$ cat src/rtl/muldiv_pkg.sv
// Shared types for the multiply/divide unit: op encodings, FSM states, default widths.
package muldiv_pkg;

  localparam int WIDTH_DEF = 32;
  localparam int CNT_W_DEF = 6;

  typedef enum logic [2:0] {
    OP_MULT  = 3'b000,
    OP_MULTU = 3'b001,
    OP_DIV   = 3'b010,
    OP_DIVU  = 3'b011,
    OP_MTHI  = 3'b100,
    OP_MTLO  = 3'b101
  } muldiv_op_t;

  typedef enum logic [1:0] {
    IDLE = 2'd0,
    MUL  = 2'd1,
    DIV  = 2'd2,
    FIX  = 2'd3
  } md_state_t;

endpackage

$ cat src/rtl/muldiv_datapath.sv
// Operand magnitudes, shift-add multiply / restoring divide step, and sign fix-up of results.
// MULDIV_FAST_MUL_EN replaces the shift-add step with a one-shot combinational product.
module muldiv_datapath
  import muldiv_pkg::*;
#(
  parameter int WIDTH = WIDTH_DEF
) (
  input  logic             clk,
  input  logic             rst_n,
  input  logic             load,
  input  logic [1:0]       op,
  input  logic [WIDTH-1:0] src_a,
  input  logic [WIDTH-1:0] src_b,
  input  logic             step_mul,
  input  logic             step_div,
  output logic [WIDTH-1:0] res_hi,
  output logic [WIDTH-1:0] res_lo
);

  // acc_hi/acc_lo hold {product} for multiply and {remainder, quotient} for divide
  logic [WIDTH-1:0] acc_hi, acc_lo, mag;
  logic             is_div, dz, neg_q, neg_r;
  logic             sgn, div_op, zero_b;
  logic [WIDTH:0]   diff;
  logic [2*WIDTH-1:0] prod, nprod;

  function automatic logic [WIDTH-1:0] mag_of(input logic [WIDTH-1:0] x, input logic s);
    return (s && x[WIDTH-1]) ? -x : x;
  endfunction

  assign sgn    = ~op[0];
  assign div_op = op[1];
  assign zero_b = (src_b == '0);
  assign diff   = {acc_hi, acc_lo[WIDTH-1]} - {1'b0, mag};

`ifdef MULDIV_FAST_MUL_EN
  logic [2*WIDTH-1:0] fprod;
  assign fprod = {{WIDTH{1'b0}}, mag} * {{WIDTH{1'b0}}, acc_lo};
`else
  logic [WIDTH:0] sum;
  assign sum = {1'b0, acc_hi} + (acc_lo[0] ? {1'b0, mag} : '0);
`endif

  always_ff @(posedge clk) begin
    if (!rst_n) begin
      acc_hi <= '0;
      acc_lo <= '0;
      mag    <= '0;
      is_div <= 1'b0;
      dz     <= 1'b0;
      neg_q  <= 1'b0;
      neg_r  <= 1'b0;
    end else if (load) begin
      is_div <= div_op;
      dz     <= div_op & zero_b;
      neg_q  <= sgn & (src_a[WIDTH-1] ^ src_b[WIDTH-1]);
      neg_r  <= sgn & src_a[WIDTH-1];
      if (div_op && zero_b) begin
        // divide by zero bypasses the iteration: results are fixed here
        acc_hi <= src_a;
        acc_lo <= '1;
        mag    <= '0;
      end else if (div_op) begin
        acc_hi <= '0;
        acc_lo <= mag_of(src_a, sgn);
        mag    <= mag_of(src_b, sgn);
      end else begin
        acc_hi <= '0;
        acc_lo <= mag_of(src_b, sgn);
        mag    <= mag_of(src_a, sgn);
      end
    end else if (step_mul) begin
`ifdef MULDIV_FAST_MUL_EN
      {acc_hi, acc_lo} <= fprod;
`else
      acc_hi <= sum[WIDTH:1];
      acc_lo <= {sum[0], acc_lo[WIDTH-1:1]};
`endif
    end else if (step_div) begin
      if (!diff[WIDTH]) begin
        acc_hi <= diff[WIDTH-1:0];
        acc_lo <= {acc_lo[WIDTH-2:0], 1'b1};
      end else begin
        acc_hi <= {acc_hi[WIDTH-2:0], acc_lo[WIDTH-1]};
        acc_lo <= {acc_lo[WIDTH-2:0], 1'b0};
      end
    end
  end

  assign prod  = {acc_hi, acc_lo};
  assign nprod = -prod;

  always_comb begin
    res_hi = acc_hi;
    res_lo = acc_lo;
    if (dz) begin
      res_hi = acc_hi;
      res_lo = acc_lo;
    end else if (is_div) begin
      res_lo = neg_q ? -acc_lo : acc_lo;
      res_hi = neg_r ? -acc_hi : acc_hi;
    end else if (neg_q) begin
      {res_hi, res_lo} = nprod;
    end
  end

endmodule

$ cat src/rtl/muldiv_sequencer.sv
// EX-stage multiply/divide sequencer: FSM, iteration counter, HI/LO, stall and done.
// Optional build macro: MULDIV_FAST_MUL_EN (single-cycle multiply).
module muldiv_sequencer
  import muldiv_pkg::*;
#(
  parameter int WIDTH = WIDTH_DEF,
  parameter int CNT_W = CNT_W_DEF
) (
  input  logic             clk,
  input  logic             rst_n,
  input  logic             start,
  input  logic [2:0]       op,
  input  logic [WIDTH-1:0] src_a,
  input  logic [WIDTH-1:0] src_b,
  input  logic             mf_req,
  input  logic             flush,
  output logic             busy,
  output logic             stall,
  output logic             done,
  output logic [WIDTH-1:0] hi,
  output logic [WIDTH-1:0] lo
);

  md_state_t        state;
  logic [CNT_W-1:0] cnt;
  logic             accept, last;
  logic [WIDTH-1:0] res_hi, res_lo;

  assign accept = start & ~busy & ~flush;
  assign last   = (cnt == CNT_W'(WIDTH - 1));
  assign stall  = busy & (start | mf_req);

  muldiv_datapath #(.WIDTH(WIDTH)) u_dp (
    .clk      (clk),
    .rst_n    (rst_n),
    .load     (accept & ~op[2]),
    .op       (op[1:0]),
    .src_a    (src_a),
    .src_b    (src_b),
    .step_mul (state == MUL),
    .step_div (state == DIV),
    .res_hi   (res_hi),
    .res_lo   (res_lo)
  );

  always_ff @(posedge clk) begin
    if (!rst_n) begin
      state <= IDLE;
      busy  <= 1'b0;
      done  <= 1'b0;
      cnt   <= '0;
      hi    <= '0;
      lo    <= '0;
    end else begin
      done <= 1'b0;
      if (flush && state != IDLE) begin
        state <= IDLE;
        busy  <= 1'b0;
      end else begin
        case (state)
          IDLE: if (accept) begin
            cnt <= '0;
            case (muldiv_op_t'(op))
              OP_MULT, OP_MULTU: begin
                state <= MUL;
                busy  <= 1'b1;
              end
              OP_DIV, OP_DIVU: begin
                state <= (src_b == '0) ? FIX : DIV;
                busy  <= 1'b1;
              end
              OP_MTHI: hi <= src_a;
              OP_MTLO: lo <= src_a;
              default: ;
            endcase
          end
          MUL: begin
`ifdef MULDIV_FAST_MUL_EN
            state <= FIX;
`else
            cnt <= cnt + 1'b1;
            if (last) state <= FIX;
`endif
          end
          DIV: begin
            cnt <= cnt + 1'b1;
            if (last) state <= FIX;
          end
          FIX: begin
            hi    <= res_hi;
            lo    <= res_lo;
            done  <= 1'b1;
            busy  <= 1'b0;
            state <= IDLE;
          end
          default: state <= IDLE;
        endcase
      end
    end
  end

endmodule

$ cat config.mk
export PLATFORM = sky130hd
export DESIGN_NAME = muldiv_sequencer
export DESIGN_NICKNAME = d
export VERILOG_FILES = /design/src/rtl/muldiv_pkg.sv /design/src/rtl/muldiv_datapath.sv /design/src/rtl/muldiv_sequencer.sv
export SDC_FILE = /design/constraint.sdc
export NUM_CORES = 1
export LEC_CHECK = 0
export CORE_ASPECT_RATIO = 0.5
export CORE_UTILIZATION = 45
export CTS_CLUSTER_DIAMETER = 100
export DETAILED_ROUTE_END_ITERATION = 10
export GPL_ROUTABILITY_DRIVEN = 0
export HOLD_SLACK_MARGIN = 0.02
export SKIP_CTS_REPAIR_TIMING = 1
export SYNTH_ARGS = -nofsm -noshare
export SYNTH_HDL_FRONTEND = slang
export SYNTH_HIERARCHICAL = 1
export SYNTH_SLANG_ARGS = --single-unit
$ cat constraint.sdc
create_clock -name clk -period 5.4 [get_ports clk]
set_input_delay 1.08 -clock clk [delete_from_list [all_inputs] [get_ports clk]]
set_output_delay 1.08 -clock clk [all_outputs]
set_load 0.05 [all_outputs]
## Word level (Yosys, flattened, before mapping)

Cells that the tools add are included.

| cells by class | value |
|---|---|
| add/sub/neg operators | 8 |
| eq/ne operators | 15 |
| multiplexer cells | 41 |
| bitwise operators | 15 |
| reduce and logical (&&, ||, !) cells | 21 |

Operators by type and width:

| kind | number |
|---|---|
| 32-bit two-way mux | 27 |
| 32-bit negation | 4 |
| 32-bit one-hot mux with 2 select lines | 2 |
| 64-bit negation | 1 |
| 32-bit by 33-bit adder with 33-bit output | 1 |
| 33-bit by 32-bit subtractor with 33-bit output | 1 |
| 32-bit logical NOT | 1 |
| 6-bit one-hot mux with 2 select lines | 1 |
| 3-bit AND reduction | 3 |
| 4-bit AND reduction | 2 |
| 2-bit OR reduction | 4 |
| 1-bit bitwise AND | 7 |
| 6-bit by 1-bit adder with 6-bit output, second input constant | 1 |
| 3-bit by 2-bit == test with 1-bit output, second input constant | 2 |
| 3-bit == test, second input constant | 2 |
| 6-bit by 5-bit == test with 1-bit output, second input constant | 1 |
| 6-bit two-way mux | 1 |
| 2-bit by 1-bit != test with 1-bit output, second input constant | 3 |
| 1-bit inverter | 6 |
| 2-bit one-hot mux with 3 select lines | 1 |
| 2-bit nonzero test | 3 |
| 1-bit two-way mux | 5 |
| 2-bit == test, second input constant | 2 |
| 1-bit logical AND | 4 |
| 13 further kinds | 15 |

| word-level totals | value |
|---|---|
| bits in registers | 174 |
| bits of input ports | 72 |
| output and inout port bits | 67 |
| logic and storage cells | 113 |

## Longest topological paths before layout

| depth | value |
|---|---|
| depth after elaboration | 6 |
| mapped depth | 15 |

## Modules after synthesis

Netlist, hierarchy kept.

By module, submodules not included:

| module | instances | cells an instance | area each (um^2) | sequential area each (um^2) |
|---|---|---|---|---|
| muldiv_datapath | 1 | 1817 | 12522.0 | 2001.9 |
| muldiv_sequencer | 1 | 396 | 3559.7 | 1481.4 |

## Least setup slack after synthesis

OpenSTA, ideal clock, no wires.

| path | value |
|---|---|
| path type | input to register |
| start point | input port src_b[18] |
| end point | register u_dp.acc_hi[25] |
| setup time | 0.074 ns |
| arrival | 3.335 ns |
| data required time | 5.326 ns |
| slack | 1.991 ns |
| cell stages on the path | 11 |
| buffers on the path | 2 |
| path through | or3_4 -> or2_1 -> or4_4 -> nor4_4 -> and3_1 -> buf_4 -> buf_6 -> nand2_2 -> a221oi_2 -> o21ai_1 -> a31oi_1 |

| on the way | value |
|---|---|
| cells in the longest elaborated chain, start to end | 4 |

RTL lines:

| item | line | RTL |
|---|---|---|
| start, declared | muldiv_sequencer.sv:14 | `input logic [WIDTH-1:0] src_b,` |
| 32-bit logical NOT | muldiv_datapath.sv:33 | `assign zero_b = (src_b == '0);` |
| 1-bit logical AND | muldiv_datapath.sv:58 | `if (div_op && zero_b) begin` |
| 32-bit two-way mux | muldiv_datapath.sv:58 |  |
| 32-bit two-way mux | muldiv_datapath.sv:53 | `end else if (load) begin` |
| end signal, assigned | muldiv_datapath.sv:60 | `acc_hi <= src_a;` |
| end signal, assigned | muldiv_datapath.sv:76 | `acc_hi <= sum[WIDTH:1];` |
| end signal, assigned | muldiv_datapath.sv:81 | `acc_hi <= diff[WIDTH-1:0];` |
| end, declared | muldiv_datapath.sv:21 | `logic [WIDTH-1:0] acc_hi, acc_lo, mag;` |

No other way between the ends.
A chain may end at the register's enable or synchronous reset.

## Worst setup path in the final report

| path | value |
|---|---|
| start point | register u_dp.acc_lo[31] |
| end point | register u_dp.acc_hi[9] |

| on the way | value |
|---|---|
| cells in the longest elaborated chain, start to end | 5 |

RTL lines:

| item | line | RTL |
|---|---|---|
| start, declared | muldiv_datapath.sv:21 |  |
| start signal, assigned | muldiv_datapath.sv:65 | `acc_lo <= mag_of(src_a, sgn);` |
| start signal, assigned | muldiv_datapath.sv:69 | `acc_lo <= mag_of(src_b, sgn);` |
| start signal, assigned | muldiv_datapath.sv:77 | `acc_lo <= {sum[0], acc_lo[WIDTH-1:1]};` |
| 33-bit by 32-bit subtractor with 33-bit output | muldiv_datapath.sv:34 | `assign diff = {acc_hi, acc_lo[WIDTH-1]} - {1'b0, mag};` |
| 32-bit two-way mux | muldiv_datapath.sv:80 | `if (!diff[WIDTH]) begin` |
| 32-bit two-way mux | muldiv_datapath.sv:79 | `end else if (step_div) begin` |
| 32-bit two-way mux | muldiv_datapath.sv:72 | `end else if (step_mul) begin` |
| 32-bit two-way mux | muldiv_datapath.sv:53 |  |
| end signal, assigned | muldiv_datapath.sv:76 |  |
| end signal, assigned | muldiv_datapath.sv:81 |  |
| end signal, assigned | muldiv_datapath.sv:84 | `acc_hi <= {acc_hi[WIDTH-2:0], acc_lo[WIDTH-1]};` |

No other way between the ends. The select of a mux whose other input is x is not followed.

==> out/qor.yml <==
crit_arrival_ns: 4.64
setup_viol: 0
clock-sinks: 174
drc: 0
cts.reportedPaths.clkPinSlew_ns: 0.08
final_cell_mix: "a21oi_1 (261), nor2_1 (233), nand2_1 (219)"
reg2reg_slack_ns: 1.10
required_ns: 5.74
core_um2: 34800
synth-simple-area-share_pct: 22.1
path_class: "flip-flop to flip-flop"
crit_path_end_kind: "flip-flop"
yosys_warnings: 6
synth-adder-area-share_pct: 6.01
relSlewSlack_pct: 27.0
design.die.area_um2: 36500
vdd_drop_max_mv: 0.803
synth_nets: 2361
dp.cells: 2723
reg2regPathDepth: 14
r2r_end: "u_dp/acc_hi[9]"
clk_latency_ns: 0.47
fin_cells: 2755
synthXorXnorAreaFrac_pct: 9.31
max_freq_mhz: 232
synth_cell_type_count: 86
io_buffers: 138
synth_top_area_share_pct: 21.7
yosys.area.top_type: "dfxtp_1"
drt_wl_total_um: 65200
hold_slack_ns: 0.479
synthArstFlopShare_pct: 0
hold_class: "flip-flop to flip-flop"
worstSetupStartpointType: "flip-flop"
die_x_um: 269
outcome: "completed"
initial_core_util_pct: 46.2
r2r-start: "u_dp/acc_lo[31]"
core.rowCount: 48
cts_tree: "yes"
grt_max_degree: 100
clockBufferDepth: 2
fillers: 3489
holdPathStages: 1
final_common_cell: "a21oi_1"
grt_pass1_wl_um: 96900
drtAntennaViolNets: 0
via_per_inst: 6.28
drive_gt1_share_pct: 5.88
synth_area_leaders: "dfxtp_1 (22%), a21oi_1 (8.1%), ha_1 (5.8%), nor2_1 (5.5%), nand2_1 (5.1%)"
synthCells: 2213
area_growth_pct: 14.4
dp_hpwl_um: 50000
worstMarginPinSlew_ns: 1.07
ios: 139
avgSynthCellArea_um2: 7.27
slew_viol_final: 0
wl_per_cell_um: 23.7
clockRootBuffer: "clkbuf_16"
synth_top_family_by_area: "compound AO/OA/AOI/OAI gates"
drtIter0Drc: 2680
fp.dieH_um: 136
grt_remaining_overflow: 0
synth_ff_type: "dfxtp_1"
holdPathEnd: "u_dp/mag[27]"
grtUsageTotal_pct: 35.1
vias: 17300
numCtsBuffers: 17
nets: 2415
powerDensity_nw_per_um2: 486
min_period_ns: 4.30
min_from: "u_dp/mag[27]"
synth-seq-cells: 174
drv_cap: 0
h-tree-depth: 4
synth_edf_count: 0
finalSetupTns_ns: 0
power_leakage_uw: 0.00790
antenna_found_initial: 9
finClkSkew_ns: 0.0211
grt_setup_unrepaired: "false"
hold_viol: 0
n_antenna_cell: 0
synth_area_um2: 16100
first_global_vias: 15400
ys_seq_area_share_pct: 21.7
synth_compound_area_share_pct: 30.9
dr.pass1.iters: 8
crit_fanout: 43
fin_crit_sh_pct: 79.7
synth_mux_area_share_pct: 4.66
power breakdown:
part | leakage [uW] | internal (uW) | total, uW | switching, uW
combinational | 0.00620 | 2150 | 5660 | 3520
clock | 0.000288 | 622 | 1270 | 652
sequential | 0.00142 | 1530 | 2010 | 482
total | 0.00790 | 4300 | 8950 | 4650
worst max path at each step:
stage / from / to / slack (ns) / depth (start not counted)
finish: u_dp/acc_lo[31] / u_dp/acc_hi[9] / 1.10 / 14
CTS: u_dp/acc_lo[31] / u_dp/acc_hi[9] / 1.16 / 14
global placement: src_a[6] / u_dp/mag[30] / 0.99 / 9
detailed placement: src_a[6] / u_dp/mag[30] / 0.90 / 9
global route: u_dp/acc_lo[31] / u_dp/acc_hi[9] / 0.88 / 14
floorplan: src_b[18] / u_dp/acc_hi[25] / 1.99 / 11
through the flow:
stage	instance area, um^2	setup WS (ns)	utilization [%]	total power (uW)
global placement	17800	0.993	51.1	7490
global route	18400	0.877	52.8	9460
floorplan	16100	1.99	-	5770
finish	18400	1.10	52.8	8950
CTS	18400	1.16	52.8	8780
detailed placement	17800	0.904	51.1	7500
cells by family after synthesis:
family | after synthesis
compound gates | 761
simple gates | 749
buf+inv | 209
flops | 174
xor+xnor | 171
fa+ha+maj | 76
mux | 73
synthesized netlist by cell type (16+ instances only):
master / count
xor2_1: 91
or3_1: 21
a211oi_1: 28
a21oi_1: 261
o211a_1: 67
and2_1: 18
ha_1: 74
nor4_1: 20
o22ai_1: 16
clkbuf_1: 103
nand3_1: 41
xnor2_1: 80
mux2i_1: 58
nor2_1: 234
a31oi_1: 37
o21ai_0: 157
dfxtp_1: 174
nand2_1: 220
a21o_1: 33
nor2b_1: 41
nor3_1: 49
nand2b_1: 29
o31ai_1: 21
inv_1: 63
final cells by class:
class | instances | area, um^2 | share of cell area (%)
clock buffer | 17 | 425 | 2.31
clock inverter | 15 | 171 | 0.931
inverter | 64 | 240 | 1.31
multi-input combinational | 1830 | 11800 | 63.9
sequential | 174 | 3480 | 18.9
tap | 475 | 594 | 3.23
timing repair buffer | 180 | 1730 | 9.39
metal layers:
metal	share of wire, %	wire length (um)	up-vias	global-route usage, %
li1	-	-	8129	-
met4	2.9	1910	2	11.5
met5	0.061	40	-	0
met3	14	9020	125	12.9
met1	45	29600	8062	50.1
met2	38	24700	992	47.5
worst max-delay path: stages (launching register included):
cell and delay, ns:
dfxtp_1 0.42, inv_1 0.17, ha_1 0.29, fa_1 0.42, nand2b_1 0.18, a211oi_1 0.32, o211ai_1 0.18, buf_4 0.19
o211ai_1 0.42, o211ai_1 0.24, a221oi_4 0.31, buf_12 0.29, mux2_2 0.38, a221oi_1 0.25, nor2_1 0.08
state kept, by name, summed over array words and instances, names as in the netlist:
name and flops:
u_dp/neg_r 1, u_dp/mag 32, busy 1, u_dp/neg_q 1, cnt 6, u_dp/dz 1, u_dp/is_div 1, u_dp/acc_hi 32
lo 32, state 2, hi 32, u_dp/acc_lo 32, done 1
Power figures use the tool's default switching activity.
==> RTL change (same settings) <==
Reset style: asynchronous (`rst_n`), changed in 2 clocked blocks.
--- a/src/rtl/muldiv_datapath.sv
+++ b/src/rtl/muldiv_datapath.sv
@@ -42,5 +42,5 @@
 `endif
 
-  always_ff @(posedge clk) begin
+  always_ff @(posedge clk or negedge rst_n) begin
     if (!rst_n) begin
       acc_hi <= '0;
--- a/src/rtl/muldiv_sequencer.sv
+++ b/src/rtl/muldiv_sequencer.sv
@@ -44,5 +44,5 @@
   );
 
-  always_ff @(posedge clk) begin
+  always_ff @(posedge clk or negedge rst_n) begin
     if (!rst_n) begin
       state <= IDLE;
Function: differs if rst_n is asserted again (counterexample within 4 cycles, from zero or initial values and one cycle with rst_n low); with rst_n held inactive, the same outputs for 4 cycles.
==> RTL change against the unedited design <==
  * Design area decreased by 1.2%
  * Sequential share of layout area grew 5.0 points
  * Area after synthesis fell by 2.1%
  * Total power increased by 53%
  * Worst setup slack got worse by 0.24 ns
  * Wire length is 4.6% lower
  * Synthesized cell count decreased by 6.8%
  * Die area is 2.0% lower
  * Worst hold slack better by 0.018 ns
  * Via count down 5.5%
  * Sequential cell count is the same
==> RTL change: results (changes against the unedited design) <==
The logs give 0.979 ns (was 0.904 ns) for the worst-case setup slack after placement and 62300 microns (was 65200 microns) for the wire length reported by the detailed router. The detailed-routing iteration count for the pre-antenna-repair pass was 6 (was 8); the average detailed-routed wire length per instance was 23.7 microns (about the same). The first-iteration detailed-routing DRC count was 2118 (was 2680); the met1 capacity usage during global routing was 52.2% (was 50.1%). The share of synthesized flip-flops with an asynchronous set or reset is 100% (was 0%), and the met3 usage in global routing is 12.4% (was 12.9%). The run gives 4 (was 9) as the initial antenna violation count. Commonest cells post-synth: 275 x a21oi_1, 257 x nor2_1, 192 x nand2_1, 174 x dfrtp_1, 156 x o21ai_0 (was 261 x a21oi_1, 234 x nor2_1, 220 x nand2_1, 174 x dfxtp_1, 157 x o21ai_0).

The tools report the number of distinct library cells after synthesis as 81 (was 86). Number of fill cells: 3431 (was 3489). The logs give 2062 (was 2213) for the number of cells produced by synthesis and 11.7% (was 27.0%) for the worst slew margin relative to its limit.

The via count of the routed design is 16400 (was 17300), and the post-placement cell area is 17500 sq um (was 17800 sq um). The leakage power total is 7.49 nW (was 7.90 nW), and the instance count after placement with tap cells included is 2591 (was 2723). The share of post-route cells with drive strength above 1 was 5.21% (was 5.88%). For the proportion of synthesized chip area in sequential cells, the log shows 27.6% (was 21.7%). The run gives 92500 microns (was 96900 microns) as the global-route wire length before repair.

Maximum fanout count along the critical path: 58 (was 43). The logs give 45.7% (was 47.5%) for the routing usage on met2 and 2210 (was 2361) for the post-synthesis net count. Peak ir drop on the vdd network: 0.422 mV (was 0.803 mV). The flow ran to the end, and the final reports show no timing, DRC or antenna violations.

The largest net degree at the start of global routing came out at 95 (was 100). The predominant post-synthesis flop cell is dfrtp_1 (was dfxtp_1). The final layout net count is 2283 (was 2415), and the setup clock skew after layout is 0.0139 ns (was 0.0211 ns). The via count of the first global-routing pass came out at 14500 (was 15400).
-- RTL change: cells by family after synthesis --
family | Yosys count | synth area share (%)
simple gates | 710 | 21.3
compound gates | 691 | 27.2
xor+xnor | 173 | 9.62
mux | 52 | 3.33
buf+inv | 186 | 4.77
fa+ha+maj | 76 | 6.13
flops | 174 | 27.6
-- RTL change: worst max-delay path, stage by stage (launching register included) --
cell      delay, ns
dfrtp_1        0.46
inv_1          0.11
ha_1           0.30
fa_1           0.42
nand2b_1       0.19
a21o_1         0.20
a211o_1        0.32
a211oi_1       0.67
o31a_1         0.34
o211ai_1       0.18
buf_12         0.25
nor2_1         0.13
a211oi_1       0.06
a211oi_1       0.62
a221o_1        0.19
-- RTL change: area by class of cell --
class | count | area, sq um | share of cell area [%]
repair buffers | 177 | 1700 | 9.32
multi-input cells | 1702 | 10700 | 58.7
flip-flops and latches | 174 | 4350 | 23.9
clock inverters | 14 | 191 | 1.05
well taps | 475 | 594 | 3.27
clock buffers | 18 | 439 | 2.42
diodes | 1 | 2.50 | 0.0138
inverters | 63 | 236 | 1.30
-- RTL change: per-layer routing --
metal	share of wire (%)	vias up
li1	-	7570
met1	46	7797
met2	39	893
met3	14	93
met4	2.0	2
met5	0.016	-
-- RTL change: path summary, 6_finish.rpt --
check | startpoint | to | slack (ns) | cells after the start
min in group asynchronous | rst_n | lo[12] | 0.66 | 1
setup / recovery | u_dp/acc_lo[31] | u_dp/acc_hi[6] | 0.86 | 14
setup reg to reg | u_dp/acc_lo[31] | u_dp/acc_hi[6] | 0.86 | 14
hold reg to reg | u_dp/mag[18] | u_dp/mag[18] | 0.50 | 1
hold / removal | u_dp/mag[18] | u_dp/mag[18] | 0.50 | 1
max in group asynchronous | rst_n | hi[30] | 3.61 | 2
-- RTL change: where the power goes --
group	internal (mW)	total [mW]	switching (mW)	leakage, nW
registers	1.95	2.83	0.882	2.06
clock network	0.685	1.35	0.661	0.307
logic	3.55	9.47	5.93	5.12
